### config.mk
export PLATFORM = sky130hd
export DESIGN_NAME = lclk_hs_word_tx_flat
export DESIGN_NICKNAME = d
export VERILOG_FILES = /design/src/rtl/lclk_hs_word_tx_if.sv /design/src/rtl/lclk_hs_word_tx.sv /design/src/flat_wrapper.sv
export SDC_FILE = /design/constraint.sdc
export NUM_CORES = 1
export LEC_CHECK = 0
export ABC_AREA = 1
export BUFFER_PORTS_ARGS = -buffer_cell sky130_fd_sc_hd__buf_2
export CAP_MARGIN = 20
export CORE_UTILIZATION = 50
export CTS_CLUSTER_DIAMETER = 120
export CTS_CLUSTER_SIZE = 16
export DETAILED_ROUTE_END_ITERATION = 7
export PLACE_DENSITY = 0.77
export SETUP_SLACK_MARGIN = 0.2
export SYNTH_ARGS = -nofsm -noshare
export SYNTH_HDL_FRONTEND = slang
export SYNTH_SLANG_ARGS = --single-unit
### constraint.sdc
create_clock -name lclk -period 1.47 [get_ports lclk]
set_input_delay 0.294 -clock lclk [delete_from_list [all_inputs] [get_ports lclk]]
set_output_delay 0.294 -clock lclk [all_outputs]
set_load 0.1 [all_outputs]
### src/rtl/lclk_hs_word_tx_if.sv
// Word-transfer handshake bundle shared by local source, transmitter and remote receiver.
//   in_data/in_valid/in_ready : local valid/ready word input
//   tx_req/tx_data            : level request and held word towards the remote domain
//   tx_ack                    : remote acknowledge (asynchronous to the local clock)
// master: the transmitter view; slave: the environment view (source + remote receiver).
interface lclk_hs_word_tx_if #(
  parameter int unsigned DATA_W = 12
);
  logic [DATA_W-1:0] in_data;
  logic              in_valid;
  logic              in_ready;
  logic              tx_req;
  logic [DATA_W-1:0] tx_data;
  logic              tx_ack;

  modport master (
    input  in_data,
    input  in_valid,
    input  tx_ack,
    output in_ready,
    output tx_req,
    output tx_data
  );

  modport slave (
    output in_data,
    output in_valid,
    output tx_ack,
    input  in_ready,
    input  tx_req,
    input  tx_data
  );
endinterface

### src/rtl/lclk_hs_word_tx.sv
// Transmit end of a 4-phase req/ack word transfer, clocked entirely by lclk.
// Accepts words on a valid/ready input, holds them on tx_data behind a level tx_req, and waits
// for the remote tx_ack to rise and fall. One-entry holding buffer lets a second word queue up
// during a transfer; the next transfer launches straight out of REQ_LO without an idle cycle.
// Ports:
//   lclk, rst_n    : clock, asynchronous active-low reset
//   bus (master)   : in_data/in_valid/in_ready, tx_req/tx_data, tx_ack
//   done           : one-cycle pulse per completed transfer
//   busy           : transfer in progress or buffer occupied
//   xfer_cnt       : completed transfer count, wraps
//   timeout_err    : sticky flag, a handshake phase lasted TIMEOUT cycles
//   err_clr        : clears timeout_err (a coincident new timeout wins)
// SYNC_STAGES legal range is 2..4; TIMEOUT = 0 disables the timeout flag.
module lclk_hs_word_tx #(
  parameter int unsigned DATA_W      = 12,
  parameter int unsigned SYNC_STAGES = 2,
  parameter int unsigned TIMEOUT     = 1000
) (
  input  logic                lclk,
  input  logic                rst_n,
  lclk_hs_word_tx_if.master   bus,
  output logic                done,
  output logic                busy,
  output logic [15:0]         xfer_cnt,
  output logic                timeout_err,
  input  logic                err_clr
);

  localparam int unsigned     WaitW   = (TIMEOUT > 0) ? $clog2(TIMEOUT + 1) : 1;
  localparam logic [WaitW-1:0] WaitMax = WaitW'(TIMEOUT);

  typedef enum logic [1:0] {StIdle, StReqHi, StReqLo} state_e;

  state_e                 state_q, state_d;
  logic                   req_q, req_d;
  logic [DATA_W-1:0]      data_q, data_d;
  logic [DATA_W-1:0]      buf_q, buf_d;
  logic                   buf_full_q, buf_full_d;
  logic [SYNC_STAGES-1:0] sync_q;
  logic                   done_q, done_d;
  logic [15:0]            xfer_cnt_q, xfer_cnt_d;
  logic                   err_q, err_d;
  logic [WaitW-1:0]       wait_q, wait_d;

  logic ack_s;
  logic accept;
  logic word_avail;
  logic launch;
  logic complete;
  logic timeout_set;

  assign ack_s      = sync_q[SYNC_STAGES-1];
  assign accept     = bus.in_valid & ~buf_full_q;
  // Buffered word has priority; otherwise the word accepted this cycle can launch.
  assign word_avail = buf_full_q | bus.in_valid;

  // tx_ack synchronizer
  always_ff @(posedge lclk or negedge rst_n) begin
    if (!rst_n) begin
      sync_q <= '0;
    end else begin
      sync_q <= {sync_q[SYNC_STAGES-2:0], bus.tx_ack};
    end
  end

  // State register
  always_ff @(posedge lclk or negedge rst_n) begin
    if (!rst_n) begin
      state_q <= StIdle;
    end else begin
      state_q <= state_d;
    end
  end

  // Next-state logic
  always_comb begin
    state_d  = state_q;
    launch   = 1'b0;
    complete = 1'b0;
    unique case (state_q)
      StIdle: begin
        // A stale high ack (e.g. after reset) holds off launching.
        if (!ack_s && word_avail) launch = 1'b1;
      end
      StReqHi: begin
        if (ack_s) state_d = StReqLo;
      end
      StReqLo: begin
        if (!ack_s) begin
          complete = 1'b1;
          if (word_avail) launch = 1'b1;
          else            state_d = StIdle;
        end
      end
      default: state_d = StIdle;
    endcase
    if (launch) state_d = StReqHi;
  end

  // Output / datapath next-state logic
  always_comb begin
    req_d       = req_q;
    data_d      = data_q;
    buf_d       = buf_q;
    buf_full_d  = buf_full_q;
    done_d      = complete;
    xfer_cnt_d  = complete ? xfer_cnt_q + 16'd1 : xfer_cnt_q;
    wait_d      = wait_q;
    timeout_set = 1'b0;

    if (launch) begin
      req_d  = 1'b1;
      data_d = buf_full_q ? buf_q : bus.in_data;
      if (buf_full_q) buf_full_d = 1'b0;
    end else if (state_q == StReqHi && ack_s) begin
      req_d = 1'b0;
    end

    // accept and a buffer drain are mutually exclusive since in_ready is low while full
    if (accept && !launch) begin
      buf_d      = bus.in_data;
      buf_full_d = 1'b1;
    end

    if (state_q == StIdle || state_d != state_q) begin
      wait_d = '0;
    end else if (wait_q != WaitMax) begin
      wait_d = wait_q + WaitW'(1);
    end

    // Flag only the cycle the counter reaches its limit, so err_clr works while still stuck.
    if (TIMEOUT != 0 && wait_q != WaitMax && wait_d == WaitMax) timeout_set = 1'b1;
    err_d = timeout_set | (err_q & ~err_clr);
  end

  always_ff @(posedge lclk or negedge rst_n) begin
    if (!rst_n) begin
      req_q      <= 1'b0;
      data_q     <= '0;
      buf_q      <= '0;
      buf_full_q <= 1'b0;
      done_q     <= 1'b0;
      xfer_cnt_q <= '0;
      err_q      <= 1'b0;
      wait_q     <= '0;
    end else begin
      req_q      <= req_d;
      data_q     <= data_d;
      buf_q      <= buf_d;
      buf_full_q <= buf_full_d;
      done_q     <= done_d;
      xfer_cnt_q <= xfer_cnt_d;
      err_q      <= err_d;
      wait_q     <= wait_d;
    end
  end

  assign bus.in_ready = ~buf_full_q;
  assign bus.tx_req   = req_q;
  assign bus.tx_data  = data_q;
  assign done         = done_q;
  assign busy         = (state_q != StIdle) | buf_full_q;
  assign xfer_cnt     = xfer_cnt_q;
  assign timeout_err  = err_q;

endmodule

### src/flat_wrapper.sv
// flat-port wrapper written by rule: the top's interface ports become plain ports
module lclk_hs_word_tx_flat 
#(
  parameter int unsigned DATA_W      = 12,
  parameter int unsigned SYNC_STAGES = 2,
  parameter int unsigned TIMEOUT     = 1000
)
  (lclk, rst_n, done, busy, xfer_cnt, timeout_err, err_clr, bus_in_data, bus_in_valid, bus_tx_ack, bus_in_ready, bus_tx_req, bus_tx_data);
  lclk_hs_word_tx_if #(.DATA_W(DATA_W)) bus_i ();
  input  logic lclk;
  input  logic rst_n;
  output logic done;
  output logic busy;
  output logic [15:0] xfer_cnt;
  output logic timeout_err;
  input  logic err_clr;
  input wire logic [$bits(bus_i.in_data)-1:0] bus_in_data;
  input wire logic [$bits(bus_i.in_valid)-1:0] bus_in_valid;
  input wire logic [$bits(bus_i.tx_ack)-1:0] bus_tx_ack;
  output wire logic [$bits(bus_i.in_ready)-1:0] bus_in_ready;
  output wire logic [$bits(bus_i.tx_req)-1:0] bus_tx_req;
  output wire logic [$bits(bus_i.tx_data)-1:0] bus_tx_data;
  assign bus_i.in_data = bus_in_data;
  assign bus_i.in_valid = bus_in_valid;
  assign bus_i.tx_ack = bus_tx_ack;
  assign bus_in_ready = bus_i.in_ready;
  assign bus_tx_req = bus_i.tx_req;
  assign bus_tx_data = bus_i.tx_data;
  lclk_hs_word_tx #(.DATA_W(DATA_W), .SYNC_STAGES(SYNC_STAGES), .TIMEOUT(TIMEOUT)) u_core (.lclk(lclk), .rst_n(rst_n), .bus(bus_i), .done(done), .busy(busy), .xfer_cnt(xfer_cnt), .timeout_err(timeout_err), .err_clr(err_clr));
endmodule
==> results_dict.tcl <==
set metrics [dict create \
    status "complete, but fails checks" \
    violations "negative setup slack" \
    synth.avg_cell_area_um2 9.295 \
    final_common_cell "nand2_1" \
    synthToLayoutAreaGrowth_pct 74.53 \
    r2r_slack_ns -0.30 \
    layout_setup_ws_ns -0.3007 \
    ys_ff_latch 58 \
    reg2reg_depth 9 \
    clk_latency_ns 0.37 \
    cts_tree "done" \
    pin_count 50 \
    tns_ns -2.708 \
    clkSinkCount 58 \
    clock_skew_ns 0.01499 \
    die_h_um 76.18 \
    synth_seq_area_share_pct 52.75 \
    cts_max_path_buffers 2 \
    grt_pass1_wl_um 12900 \
    slowest_delay_ns 0.51 \
    power.density_nw_per_um2 2002 \
    gr-total-overflow 0 \
    min_period_over_period_pct 120.5 \
    core-area_um2 5205 \
    rsz0062_at_grt "true" \
    critical_path_buf_inv_count 1 \
    num_rows 26 \
    crit_chain "buf_4 > nand3_1 > o21ai_0 > nand2_1 > a21oi_2 > nand2_1 > nor2_1 > nand3_1 > nand2_1" \
    required_ns 1.77 \
    slew_headroom_pct 78.36 \
    total_power_uw 9612 \
    synth-main-ff-cell "dfrtp_1" \
    crit_family "simple AND/OR/NAND/NOR gates" \
    io_buffers 49 \
    r2r-end "u_core.timeout_err$_DFF_PN0_" \
    layout-drive-gt1-share_pct 56.53 \
    drt-total-wl_um 12910 \
    finalNetCount 437 \
    hold_class "in -> reg" \
    critPathLaunchType "flop" \
    drc_errors 0 \
    ys_types 33 \
    endpoint "u_core.timeout_err$_DFF_PN0_" \
    viasPerCell 6.226 \
    worstSetupEndpointType "flop" \
    crit_cells 9 \
    root_buffer "clkbuf_8" \
    cp_common_cell "nand2_1" \
    routedWlPerCell_um 26.24 \
    dpl.hpwl_um 3741 \
    postSynth.asyncResetShare_pct 100.0 \
    synth_fp_nets 316 \
    antenna_found_initial 1 \
    cts_buffers 9 \
    r2r-start "u_core.wait_q[2]$_DFF_PN0_" \
    grt_use_total_pct 29.87 \
    gp_congestion 0.8406 \
    finalSetupViolCount 31 \
    layout_common_cells "nand2_1 (62), buf_4 (43), dfrtp_1 (36)" \
    drt_iter0_drc 573 \
    dieArea_um2 5803 \
    crit_type "reg -> reg" \
    p_leak_uw 0.002317 \
    maxCapViolCount 0 \
    ys_warn_count 0 \
    clkTransAtPathRegs_ns 0.08 \
    dr_total_vias 3063 \
    drt_first_pass_iters 6 \
    synth_edf_count 0 \
    worstPathArrival_ns 2.07 \
    die_x_um 76.18 \
    ant_nets 0 \
    final_hold_viol_count 0 \
    finalCriticalPeriod_ns 1.771 \
    cp_max_fo 6 \
    startpoint "u_core.wait_q[2]$_DFF_PN0_" \
    tightest_slew_ns 0.3239 \
    grt_max_degree 59 \
    max_freq_ghz 0.5647 \
    peakVddDrop_mv 1.871 \
    syn_inst 296 \
    final_max_slew_viol_count 0 \
    post-place-ws_ns -0.03093 \
    start_util_pct 52.86 \
    grt_pass1_vias 2577 \
    cp_slowest_cell "dfrtp_2" \
    synth_area_um2 2751 \
    cts-htree-levels 3 \
]
-- timing repair --
item	4_1_cts	5_1_grt
buffers inserted	22	28
endpoints found under the hold margin	58	0
hold buffers	1	0
pin swaps	20	33
gates resized for setup	134	88
gates cloned	0	3
endpoints found under the setup margin	58	68
-- report_power, final --
part           internal, uW  total [uW]  leakage [uW]  switching, uW
sequential             2070        2610      0.000698            537
combinational          2010        5190       0.00151           3190
clock                  1040        1810      0.000110            768
total                  5120        9610       0.00232           4490
-- Yosys cell counts (4+ instances only) --
library cell / number / area share (%)
nand4_1: 4 / 0.91
a31oi_1: 12 / 2.7
dfrtp_1: 58 / 53
nand3_1: 15 / 2.7
mux2_2: 12 / 4.9
inv_1: 32 / 4.4
xor2_1: 10 / 3.2
a21oi_1: 5 / 0.91
nand2_1: 73 / 10
nor2_1: 32 / 4.4
o21ai_0: 4 / 0.73
xnor2_1: 6 / 1.9
-- registers in the layout, indices dropped and copies added, names as in the netlist, 2 cells and up --
register            count
u_core.sync_q           2
u_core.state_q          2
u_core.bus.tx_data     12
u_core.xfer_cnt        16
u_core.wait_q          10
u_core.buf_q           12
-- how the worst min path moves through the flow --
stage | to | from | cells past startpoint | slack [ns]
floorplan | u_core.buf_full_q$_DFFE_PN0P_ | rst_n | 0 | -0.002
finish | u_core.sync_q[0]$_DFF_PN0_ | bus_tx_ack | 1 | 0.05
global route | u_core.sync_q[0]$_DFF_PN0_ | bus_tx_ack | 1 | 0.04
CTS | u_core.sync_q[0]$_DFF_PN0_ | bus_tx_ack | 1 | 0.05
global placement | u_core.buf_q[10]$_DFFE_PN0P_ | rst_n | 2 | 0.32
detailed placement | u_core.buf_q[6]$_DFFE_PN0P_ | rst_n | 2 | 0.32
-- logic make-up after synthesis --
logic type | share of synthesized area, %
mux | 4.911
xor+xnor | 5.684
flops | 52.75
simple gates | 24.38
fa+ha+maj | 1.364
buf+inv | 5.730
compound gates | 5.184
-- cell type report --
cell class,count,area (um^2)
fill,151,402.9
inverter,34,153.9
clock buffer,13,158.9
tap,70,87.58
sequential,58,1489
multi-input combinational,198,1546
timing repair buffer,116,1304
clock inverter,2,60.06
antenna,1,2.502
-- worst reg2reg max path, delay by kind of cell (launching register included) --
kind                   cells  cell delay, ns
DFF                        1            0.51
and+or+nand+nor            6            0.61
AOI/OAI and AO/OA          2            0.41
buffers and inverters      1            0.17
-- through the flow --
stage	instance area [um^2]	utilization [%]	std cells	hold slack (ns)
after global routing	4802	92.26	492	0.04154
final	4802	92.26	492	0.04880
after floorplan	2840	-	296	-0.001591
after CTS	4164	80.00	460	0.05139
after global placement	3301	63.41	422	0.3163
after detailed placement	3301	63.41	422	0.3184
-- routing by layer --
metal | track usage, % | vias up | share of wire, %
met1 | 34.29 | 1487 | 36
met3 | 8.503 | 96 | 9.8
li1 | - | 1192 | -
met4 | 14.04 | 0 | 7.5
met2 | 51.55 | 288 | 46
met5 | 0 | - | 0
No activity file was read; power rests on OpenSTA's default activity.
